[src/rtl/cpu_ctrl_fsm.sv]
// Multi-cycle fetch/decode/execute sequencer for the 8-bit RISC CPU.
// Optional feature: define CPU_ILLEGAL_TRAP_EN to halt on undefined opcodes.
module cpu_ctrl_fsm #(
  parameter int IW      = 8,
  parameter int TMO_CYC = 16
) (
  input  logic          clk,
  input  logic          rst,
  input  logic [IW-1:0] instr,
  input  logic          zero,
  input  logic          mem_ready,
  output logic          mem_rd,
  output logic          mem_wr,
  output logic          addr_sel,
  output logic          ir_ld,
  output logic          pc_inc,
  output logic          pc_ld,
  output logic          opnd_ld,
  output logic          acc_ld,
  output logic          acc_src,
  output logic [3:0]    alu_op,
  output logic          halted,
  output logic          illegal,
  output logic          timeout
);

  localparam logic [3:0] OP_NOP = 4'h0, OP_ADD = 4'h1, OP_SUB = 4'h2, OP_AND = 4'h3,
                         OP_NOT = 4'h4, OP_RD  = 4'h5, OP_WR  = 4'h6, OP_BR  = 4'h7,
                         OP_BRZ = 4'h8, OP_HLT = 4'h9;
  localparam int CW = (TMO_CYC < 2) ? 1 : $clog2(TMO_CYC + 1);

  typedef enum logic [2:0] {
    S_RST, S_FETCH, S_DECODE, S_OPRD, S_EXEC, S_MEMWR, S_HALT
  } state_t;

  state_t        state_q, state_d;
  logic [3:0]    op_q, op_d;
  logic          z_q, z_d;
  logic [CW-1:0] wcnt_q, wcnt_d;
  logic          timeout_q, timeout_d;
  logic          trap_d;
  logic [3:0]    opc;
  logic          wait_st;
  logic          unused_opnd;

  assign opc         = instr[IW-1 -: 4];
  assign unused_opnd = ^instr[IW-5:0];
  assign wait_st     = (state_q == S_FETCH) || (state_q == S_OPRD) || (state_q == S_MEMWR);

  always_comb begin
    state_d   = state_q;
    op_d      = op_q;
    z_d       = z_q;
    timeout_d = timeout_q;
    trap_d    = 1'b0;
    wcnt_d    = '0;
    case (state_q)
      S_RST:    state_d = S_FETCH;
      S_FETCH:  if (mem_ready) state_d = S_DECODE;
      S_DECODE: begin
        op_d = opc;
        case (opc)
          OP_NOT:                        state_d = S_EXEC;
          OP_ADD, OP_SUB, OP_AND, OP_RD: state_d = S_OPRD;
          OP_WR:                         state_d = S_MEMWR;
          OP_HLT:                        state_d = S_HALT;
          OP_NOP, OP_BR, OP_BRZ:         state_d = S_FETCH;
          default: begin
`ifdef CPU_ILLEGAL_TRAP_EN
            state_d = S_HALT;
            trap_d  = 1'b1;
`else
            state_d = S_FETCH;
`endif
          end
        endcase
      end
      S_OPRD:   if (mem_ready) state_d = (op_q == OP_RD) ? S_FETCH : S_EXEC;
      S_EXEC: begin
        z_d     = zero;
        state_d = S_FETCH;
      end
      S_MEMWR:  if (mem_ready) state_d = S_FETCH;
      default:  state_d = S_HALT;
    endcase
    // The cycle that would bring the count to TMO_CYC halts instead; mem_ready=1 never counts.
    if (wait_st && !mem_ready) begin
      if ((TMO_CYC != 0) && (wcnt_q == CW'(TMO_CYC - 1))) begin
        state_d   = S_HALT;
        timeout_d = 1'b1;
      end else begin
        wcnt_d = wcnt_q + 1'b1;
      end
    end
  end

  always_ff @(posedge clk or posedge rst) begin
    if (rst) begin
      state_q   <= S_RST;
      op_q      <= OP_NOP;
      z_q       <= 1'b0;
      wcnt_q    <= '0;
      timeout_q <= 1'b0;
    end else begin
      state_q   <= state_d;
      op_q      <= op_d;
      z_q       <= z_d;
      wcnt_q    <= wcnt_d;
      timeout_q <= timeout_d;
    end
  end

`ifdef CPU_ILLEGAL_TRAP_EN
  logic illegal_q;
  always_ff @(posedge clk or posedge rst) begin
    if (rst)         illegal_q <= 1'b0;
    else if (trap_d) illegal_q <= 1'b1;
  end
  assign illegal = illegal_q;
`else
  logic unused_trap;
  assign unused_trap = trap_d;
  assign illegal     = 1'b0;
`endif

  assign halted  = (state_q == S_HALT);
  assign timeout = timeout_q;

  always_comb begin
    mem_rd   = 1'b0;
    mem_wr   = 1'b0;
    addr_sel = 1'b0;
    ir_ld    = 1'b0;
    pc_inc   = 1'b0;
    pc_ld    = 1'b0;
    opnd_ld  = 1'b0;
    acc_ld   = 1'b0;
    acc_src  = 1'b0;
    alu_op   = OP_NOP;
    case (state_q)
      S_FETCH: begin
        mem_rd = 1'b1;
        ir_ld  = mem_ready;
        pc_inc = mem_ready;
      end
      S_DECODE: begin
        if (opc == OP_BR)  pc_ld = 1'b1;
        if (opc == OP_BRZ) pc_ld = z_q;
      end
      S_OPRD: begin
        mem_rd   = 1'b1;
        addr_sel = 1'b1;
        if (mem_ready) begin
          if (op_q == OP_RD) begin
            acc_ld  = 1'b1;
            acc_src = 1'b1;
          end else begin
            opnd_ld = 1'b1;
          end
        end
      end
      S_EXEC: begin
        alu_op = op_q;
        acc_ld = 1'b1;
      end
      S_MEMWR: begin
        mem_wr   = 1'b1;
        addr_sel = 1'b1;
      end
      default: ;
    endcase
  end

endmodule

[config.mk]
export PLATFORM = sky130hd
export DESIGN_NAME = cpu_ctrl_fsm
export DESIGN_NICKNAME = d
export VERILOG_FILES = /design/src/rtl/cpu_ctrl_fsm.sv
export SDC_FILE = /design/constraint.sdc
export NUM_CORES = 1
export LEC_CHECK = 0
export BUFFER_PORTS_ARGS = -buffer_cell sky130_fd_sc_hd__buf_2
export CAP_MARGIN = 20
export CORE_UTILIZATION = 52
export CTS_CLUSTER_SIZE = 10
export DETAILED_ROUTE_END_ITERATION = 7
export PLACE_DENSITY = 0.93
export RECOVER_POWER = 50
export SLEW_MARGIN = 20
export SYNTH_ARGS = -nofsm -noshare
export SYNTH_HDL_FRONTEND = slang
export SYNTH_SLANG_ARGS = --single-unit
[constraint.sdc]
create_clock -name clk -period 3.1 [get_ports clk]
set_clock_uncertainty 0.2 [all_clocks]
set_input_delay 0.155 -clock clk [delete_from_list [all_inputs] [get_ports clk]]
set_output_delay 0.155 -clock clk [all_outputs]
set_load 0.03 [all_outputs]
==> summary.md, run 1 <==
| Metric | Value |
|---|---|
| Status | `finished clean` |
| Relative slew margins | `64.2%` |
| Yosys reg bits | `14` |
| Combinational Power Share | `approximately 44%` |
| CTS tree | `yes` |
| Startpoint Class | `flop` |
| Hold Crit Endpoint | `op_q[3]$_DFFE_PP0P_` |
| Worst Path Max Fanout | `12` |
| Starting Density | `a little under three fifths` |
| Crit path cell chain | `inv_1 > nor3_2 > a21boi_0 > buf_2` |
| Antenna Cells | `0` |
| Placer congestion estimate | `between 0.7 and 0.8` |
| Finished Layout Cells | `between 100 and 150` |
| Pwr Density | `approximately 780 nW/µm²` |
| DR pass1 iterations | `4` |
| CTS Sinks | `14` |
| Post-synthesis net count | `100` |
| Vias | `a little over 700` |
| Average wire per standard cell | `around 14 µm` |
| Sw frac | `a little over two fifths` |
| Chip Width | `around 43 µm` |
| Synthesized area | `~870 µm²` |
| Ranking of synthesized cells by area | `dfrtp_1 40%, mux2_2 6.5%, and2_1 5.8%` |
| Int Pwr | `approximately 470 µW` |
| Sequential fraction of the synthesis area | `slightly above 40%` |
| Mapped Cells | `87` |
| Min-delay worst type | `in -> reg` |
| Reg power frac | `about two fifths` |
| Largest net degree at the start of global routing | `15` |
| Post-synth EDFFs | `0` |
| Ports | `28` |
| Worst path max stage delay | `0.57 ns` |
| Chip height | `~43 µm` |
| Post-route ant nets | `0` |
| First-pass GRT wire length | `about 3100 µm` |
| Final Cycle Share | `a little under three quarters` |
| Initial antenna violation count | `0` |
| R2r setup slk | `1.26 ns` |
| Overall Power | `between 800 and 900 µW` |
| Layout cells sized above 1 | `a little over 30%` |
| Setup TNS | `0 ns` |
| CP Capture Type | `output port` |
| Dpl cells | `120` |
| RSZ-0062 raised after global routing | `false` |
| Synth top area share | `between 40% and 50%` |
| Synth area leader | `dfrtp_1` |
| Commonest cells in the netlist | `14 x dfrtp_1, 8 x and2_1, 6 x nand2_1, 6 x nor2_1, 5 x mux2_2` |
| Critical R2R Capture | `op_q[3]$_DFFE_PP0P_` |
| Final hold violation count | `0` |
| Yosys warns | `0` |
| Vias in the first global route | `about 730` |
| Asr flop ratio synth | `100%` |
| Pins Over Slew Limit | `0` |
| Critical-path top delay cell | `dfrtp_1` |
| P_sw | `about 350 µW` |
| R2R cell count | `3` |
| Avg Inst Size Synth | `~10 µm²` |
| Worst-Skew Late Latency | `~0.28 ns` |
| # DRC | `0` |
| Worst vdd ir | `~0.47 mV` |
| Minimum clock period | `2.20 ns` |
| Finished Cell Area | `between 1000 and 1500 µm²` |
| Hold Path Depth | `2` |
| Worst r2r src | `state_q[1]$_DFF_PP0_` |
| Hold_sp | `instr[7]` |
| Setup CP Type | `reg -> out` |
| Max Clk Rate | `455 MHz` |
| Dpl hpwl | `between 1000 and 1500 µm` |
| Leak | `0.000502 µW` |
| CTS Buffer Depth | `2` |
| Drt via density | `~5.6` |
| Setup slack after layout | `0.900 ns` |
| Total Wirelength | `about 1800 µm` |
| Die area | `approximately 1800 µm²` |
| Core footprint | `1520 µm²` |
| H-tree Lvls | `1` |
| GRT Total Usage | `between 20% and 30%` |
| Grt ovf | `0` |
| Top_reg_cell synth | `dfrtp_1` |
| Buffers on Ports | `22` |
| Placed instance area | `963 µm²` |
| Yosys cell types | `35` |
| Worst Path Required | `around 2.7 ns` |
| Area Overhead vs Synth | `20.8%` |
| Clock group share of total power | `between 10% and 20%` |
| Row count | `14` |
| # Max-Cap Violations | `0` |
| DR iter-0 viols | `15` |
| Setup Viol. Count Final | `0` |
| Root Driver | `clkbuf_4` |
| Clk slew on worst S/H paths | `around 0.09 ns` |
| Worst-Margin Slew | `around 0.54 ns` |
| Dpl ws | `roughly 1.2 ns` |
| Nets | `between 100 and 150` |
| Total CTS buffers | `3` |
| Cell with the most instances after synthesis | `dfrtp_1` |
| Critical Path AT | `~1.8 ns` |
-- sequential cells by signal, summed over array words and instances (netlist names) --
register / cells
timeout: 1
state_q: 3
op_q: 4
z_q: 1
wcnt_q: 5
-- placed cells by master (no fill, tap or decap), types with 5 or more instances in the layout --
| cell type | instances |
|---|---|
| buf_2 | 20 |
| and2_1 | 8 |
| nor2_1 | 6 |
| nand2_1 | 6 |
| dlygate4sd3_1 | 5 |
| dfrtp_1 | 14 |
| mux2_2 | 5 |
-- cells by family (layout without fill, tap and decap cells) --
group	count (synthesis)	in the layout	share of synthesized area, %
multiplexers	5	5	6.49
other	1	1	0.432
AO/OA/AOI/OAI	8	8	7.22
XOR/XNOR	4	4	4.04
AND/OR/NAND/NOR	46	46	34.8
buffers and inverters	8	34	5.19
adder cells (fa/ha/maj)	1	1	1.44
flip-flops	14	14	40.4
-- worst max-delay path by stage --
stage | from | end | slack, ns
after floorplan | state_q[0]$_DFF_PP0_ | pc_ld | 1.09
after global routing | state_q[1]$_DFF_PP0_ | pc_ld | 0.72
after detailed placement | state_q[1]$_DFF_PP0_ | pc_ld | 1.22
after global placement | state_q[1]$_DFF_PP0_ | pc_ld | 1.26
final | state_q[1]$_DFF_PP0_ | pc_ld | 0.90
after CTS | state_q[1]$_DFF_PP0_ | pc_ld | 0.89
-- power groups by stage --
stage	Clock, µW	Sequential [µW]	Combinational, µW
final	133	328	358
after global routing	144	340	392
after CTS	135	325	361
after detailed placement	0	330	355
after global placement	0	323	343
after floorplan	0	274	335
-- metal layers --
layer | routed length, µm | up-vias | track usage (%)
met5 | 0 | - | 0
met2 | 877 | 17 | 39.1
li1 | - | 363 | -
met1 | 811 | 342 | 27.5
met3 | 68 | 2 | 4.68
met4 | 9 | 0 | 7.50
-- worst max-delay path: cells and delay by family (launching register included) --
kind | cells | cell delay (ns)
compound gates | 1 | 0.20
buf+inv | 2 | 0.41
flops | 1 | 0.57
simple gates | 1 | 0.37
-- stage by stage --
stage	hold WS [ns]	utilization [%]
after floorplan	-0.156	-
after global placement	0.00195	63.2
after detailed placement	0.0217	63.2
after CTS	0.00362	68.9
after global routing	0.00525	68.7
final	0.00787	68.7
-- layout make-up --
type | instances | area, µm²
multi-input cells | 65 | 472
inverters | 3 | 11.3
well taps | 16 | 20.0
clock buffers | 4 | 36.3
fillers | 124 | 477
flip-flops and latches | 14 | 350
repair buffers | 27 | 158
-- repair_timing --
| item | in CTS | in global routing |
|---|---|---|
| hold buffers | 5 | 0 |
| resized for setup | 0 | 0 |
| hold endpoints to repair | 18 | 0 |
| setup endpoints to repair | 0 | 0 |
| setup buffers | 0 | 0 |
No activity file was read; power rests on OpenSTA's default activity.
==> run 2, diff against run 1 <==
--- a/config.mk
+++ b/config.mk
@@ -7,10 +7,10 @@
 export LEC_CHECK = 0
 export BUFFER_PORTS_ARGS = -buffer_cell sky130_fd_sc_hd__buf_2
 export CAP_MARGIN = 20
-export CORE_UTILIZATION = 52
+export CORE_UTILIZATION = 44
 export CTS_CLUSTER_SIZE = 10
 export DETAILED_ROUTE_END_ITERATION = 7
-export PLACE_DENSITY = 0.93
+export PLACE_DENSITY = 0.85
 export RECOVER_POWER = 50
 export SLEW_MARGIN = 20
 export SYNTH_ARGS = -nofsm -noshare
==> constraint.sdc (replaced) <==
create_clock -name clk -period 1.8 [get_ports clk]
set_clock_uncertainty 0.2 [all_clocks]
set_input_delay 0.09 -clock clk [delete_from_list [all_inputs] [get_ports clk]]
set_output_delay 0.09 -clock clk [all_outputs]
set_load 0.03 [all_outputs]
==> summary.md, run 2 (synthesis gave the netlist of run 1 again) <==
| Metric | Value |
|---|---|
| Status | `finished with violations (was finished clean)` |
| Failing checks | `setup timing` |
| Dpl ws | `0.120 ns (was 1.22 ns)` |
| Worst-Margin Slew | `0.554 ns (was 0.537 ns)` |
| DR iter-0 viols | `6 (was 15)` |
| Layout cells sized above 1 | `39.8% (was 31.0%)` |
| Min-delay worst type | `in -> reg (unchanged)` |
| Critical-path top delay cell | `dlygate4sd3_1 (was dfrtp_1)` |
| CP Capture Type | `flop (was output port)` |
| Met2 wire len | `1030 µm (was 877 µm)` |
| Buffers on Ports | `22 (unchanged)` |
| Largest registers | `wcnt_q: 5 flops, op_q: 4 flops, state_q: 3 flops (unchanged)` |
| Vias in the first global route | `686 (was 733)` |
| Antenna Cells | `0 (unchanged)` |
| Post-route ant nets | `0 (unchanged)` |
| Setup slack after layout | `-0.0761 ns (was 0.900 ns)` |
| Clk slew on worst S/H paths | `0.09 ns (about the same)` |
| WL met1 | `923 µm (was 811 µm)` |
| Relative slew margins | `63.0% (was 64.2%)` |
| Worst-Skew Late Latency | `0.29 ns (was 0.28 ns)` |
| Cell family with most CP delay | `buffers and inverters (was flip-flops)` |
| Worst Path Required | `1.75 ns (was 2.74 ns)` |
| RSZ-0062 raised after global routing | `true (was false)` |
| # DRC | `0 (unchanged)` |
| Nets | `137 (was 127)` |
| Top reg by flops | `wcnt_q (unchanged)` |
| FF/Latch Area | `354 µm² (was 350 µm²)` |
| Final-layout fill cell count | `134 (was 124)` |
| Max Clk Rate | `roughly 530 MHz` |
| Worst Path Max Fanout | `7 (was 12)` |
| Setup TNS | `-0.0761 ns (was 0 ns)` |
| Total Wirelength | `2080 µm (was 1770 µm)` |
| Largest net degree at the start of global routing | `15 (unchanged)` |
| Critical Path AT | `1.83 ns (was 1.84 ns)` |
| Minimum clock period | `1.88 ns` |
| Leak | `0.000556 µW (was 0.000502 µW)` |
| Max reg flops | `5 (unchanged)` |
| Crit path buffers/inverters | `2 (unchanged)` |
| Finished Cell Area | `1180 µm² (was 1050 µm²)` |
| Grt ovf | `0 (unchanged)` |
| CTS Buffer Depth | `2 (unchanged)` |
| Worst path max stage delay | `0.54 ns (was 0.57 ns)` |
| Average wire per standard cell | `14.0 µm (was 13.7 µm)` |
| Uppermost layer routed | `met4 (unchanged)` |
| Pwr Density | `1340 nW/µm² (was 781 nW/µm²)` |
| Most frequent cells in the layout | `14 x buf_2, 11 x dfrtp_1, 11 x buf_4 (was 20 x buf_2, 14 x dfrtp_1, 8 x and2_1)` |
| Root Driver | `clkbuf_4 (unchanged)` |
| CTS Sinks | `14 (unchanged)` |
| First-pass GRT wire length | `2930 µm (was 3110 µm)` |
| Chip Width | `46.4 µm (was 42.8 µm)` |
| Startpoint Class | `input port (was flop)` |
| Starting Density | `48.6% (was 56.9%)` |
| Ports | `28 (unchanged)` |
| Overall Power | `1580 µW (was 818 µW)` |
| Placer congestion estimate | `0.809 (was 0.758)` |
| DR pass1 iterations | `4 (unchanged)` |
| Crit path cell chain | `dlygate4sd3_1 > buf_2 > or3b_1 > a2111oi_1 > a2111oi_0 (was inv_1 > nor3_2 > a21boi_0 > buf_2)` |
| Commonest non-fill, non-tap cell in the layout | `buf_2 (unchanged)` |
| Row count | `15 (was 14)` |
| Final hold violation count | `0 (unchanged)` |
| Pins Over Slew Limit | `0 (unchanged)` |
| Setup Viol. Count Final | `1 (was 0)` |
| Vias | `789 (was 724)` |
| Placed instance area | `985 µm² (was 963 µm²)` |
| # Max-Cap Violations | `0 (unchanged)` |
| H-tree Lvls | `1 (unchanged)` |
| Setup CP Type | `in -> reg (was reg -> out)` |
| Drt via density | `5.33 (was 5.61)` |
| Worst vdd ir | `0.705 mV (was 0.473 mV)` |
| Final Cycle Share | `104%` |
| CTS tree | `yes (unchanged)` |
| Core footprint | `1780 µm² (was 1520 µm²)` |
| GRT Total Usage | `19.2% (was 22.5%)` |
| Dpl hpwl | `1250 µm (was 1310 µm)` |
| Area Overhead vs Synth | `36.7% (was 20.8%)` |
| Total CTS buffers | `3 (unchanged)` |
| Area of the multi-input gates | `492 µm² (was 472 µm²)` |
| Met3 routed WL | `84 µm (was 68 µm)` |
| Initial antenna violation count | `0 (unchanged)` |
| Chip height | `46.4 µm (was 42.8 µm)` |
| Die area | `2150 µm² (was 1830 µm²)` |
## run 2: changes by cell type in the layout (fill, tap and decap cells not counted), moves of 2 or more
cell           change
clkbuf_4           +3
dfrtp_1            -3
buf_2              -6
buf_4             +11
dfrtp_2            +3
dlygate4sd3_1      +2
## run 2: worst paths after layout
kind / start / to / slack [ns] / depth (start not counted)
max reg2reg: wcnt_q[0]$_DFF_PP0_ / state_q[0]$_DFF_PP0_ / 0.10 / 4
min reg2reg: timeout$_DFFE_PP0P_ / timeout$_DFFE_PP0P_ / 0.27 / 1
max: instr[7] / state_q[0]$_DFF_PP0_ / -0.08 / 5
min in group asynchronous: rst / op_q[1]$_DFFE_PP0P_ / 0.18 / 3
min: instr[5] / state_q[1]$_DFF_PP0_ / 0.1 / 4
max in group asynchronous: rst / state_q[2]$_DFF_PP0_ / 0.82 / 3
## run 2: worst min-delay path: stages
cell	delay [ns]
buf_2	0.13
nand2_1	0.07
a32oi_1	0.09
o211ai_1	0.17
## run 2: per-stage QoR
stage / hold WS, ns / utilization, % / std cells
2_1_floorplan: -0.221 / - / 87
3_3_place_gp: -0.0559 / 55.2 / 130
3_5_place_dp: -0.0381 / 55.2 / 130
4_1_cts: 0.0641 / 62.7 / 141
5_1_grt: 0.106 / 66.5 / 148
6_report: 0.0969 / 66.5 / 148
## run 2: area by class of cell
class                   instances  area share [%]
clock buffers                   4            3.06
inverters                       3           0.950
multi-input cells              65            41.5
flip-flops and latches         14            29.9
well taps                      25            2.64
repair buffers                 37            22.0
## run 2: layer usage
| layer | track usage, % | vias up |
|---|---|---|
| li1 | - | 381 |
| met1 | 25.4 | 379 |
| met2 | 31.1 | 24 |
| met3 | 3.14 | 5 |
| met4 | 7.06 | 0 |
| met5 | 0 | - |
## run 2: where the power goes
| group | total (µW) | switching [µW] | internal (µW) |
|---|---|---|---|
| Clock | 235 | 111 | 123 |
| Combinational | 780 | 420 | 360 |
| Sequential | 567 | 143 | 425 |
## run 2: what timing repair did
item / in CTS / in global routing
setup endpoints to repair: 7 / 9
resized for setup: 8 / 9
buffers inserted: 0 / 7
hold endpoints to repair: 22 / 0
pin swaps: 1 / 4
hold buffers: 7 / 0
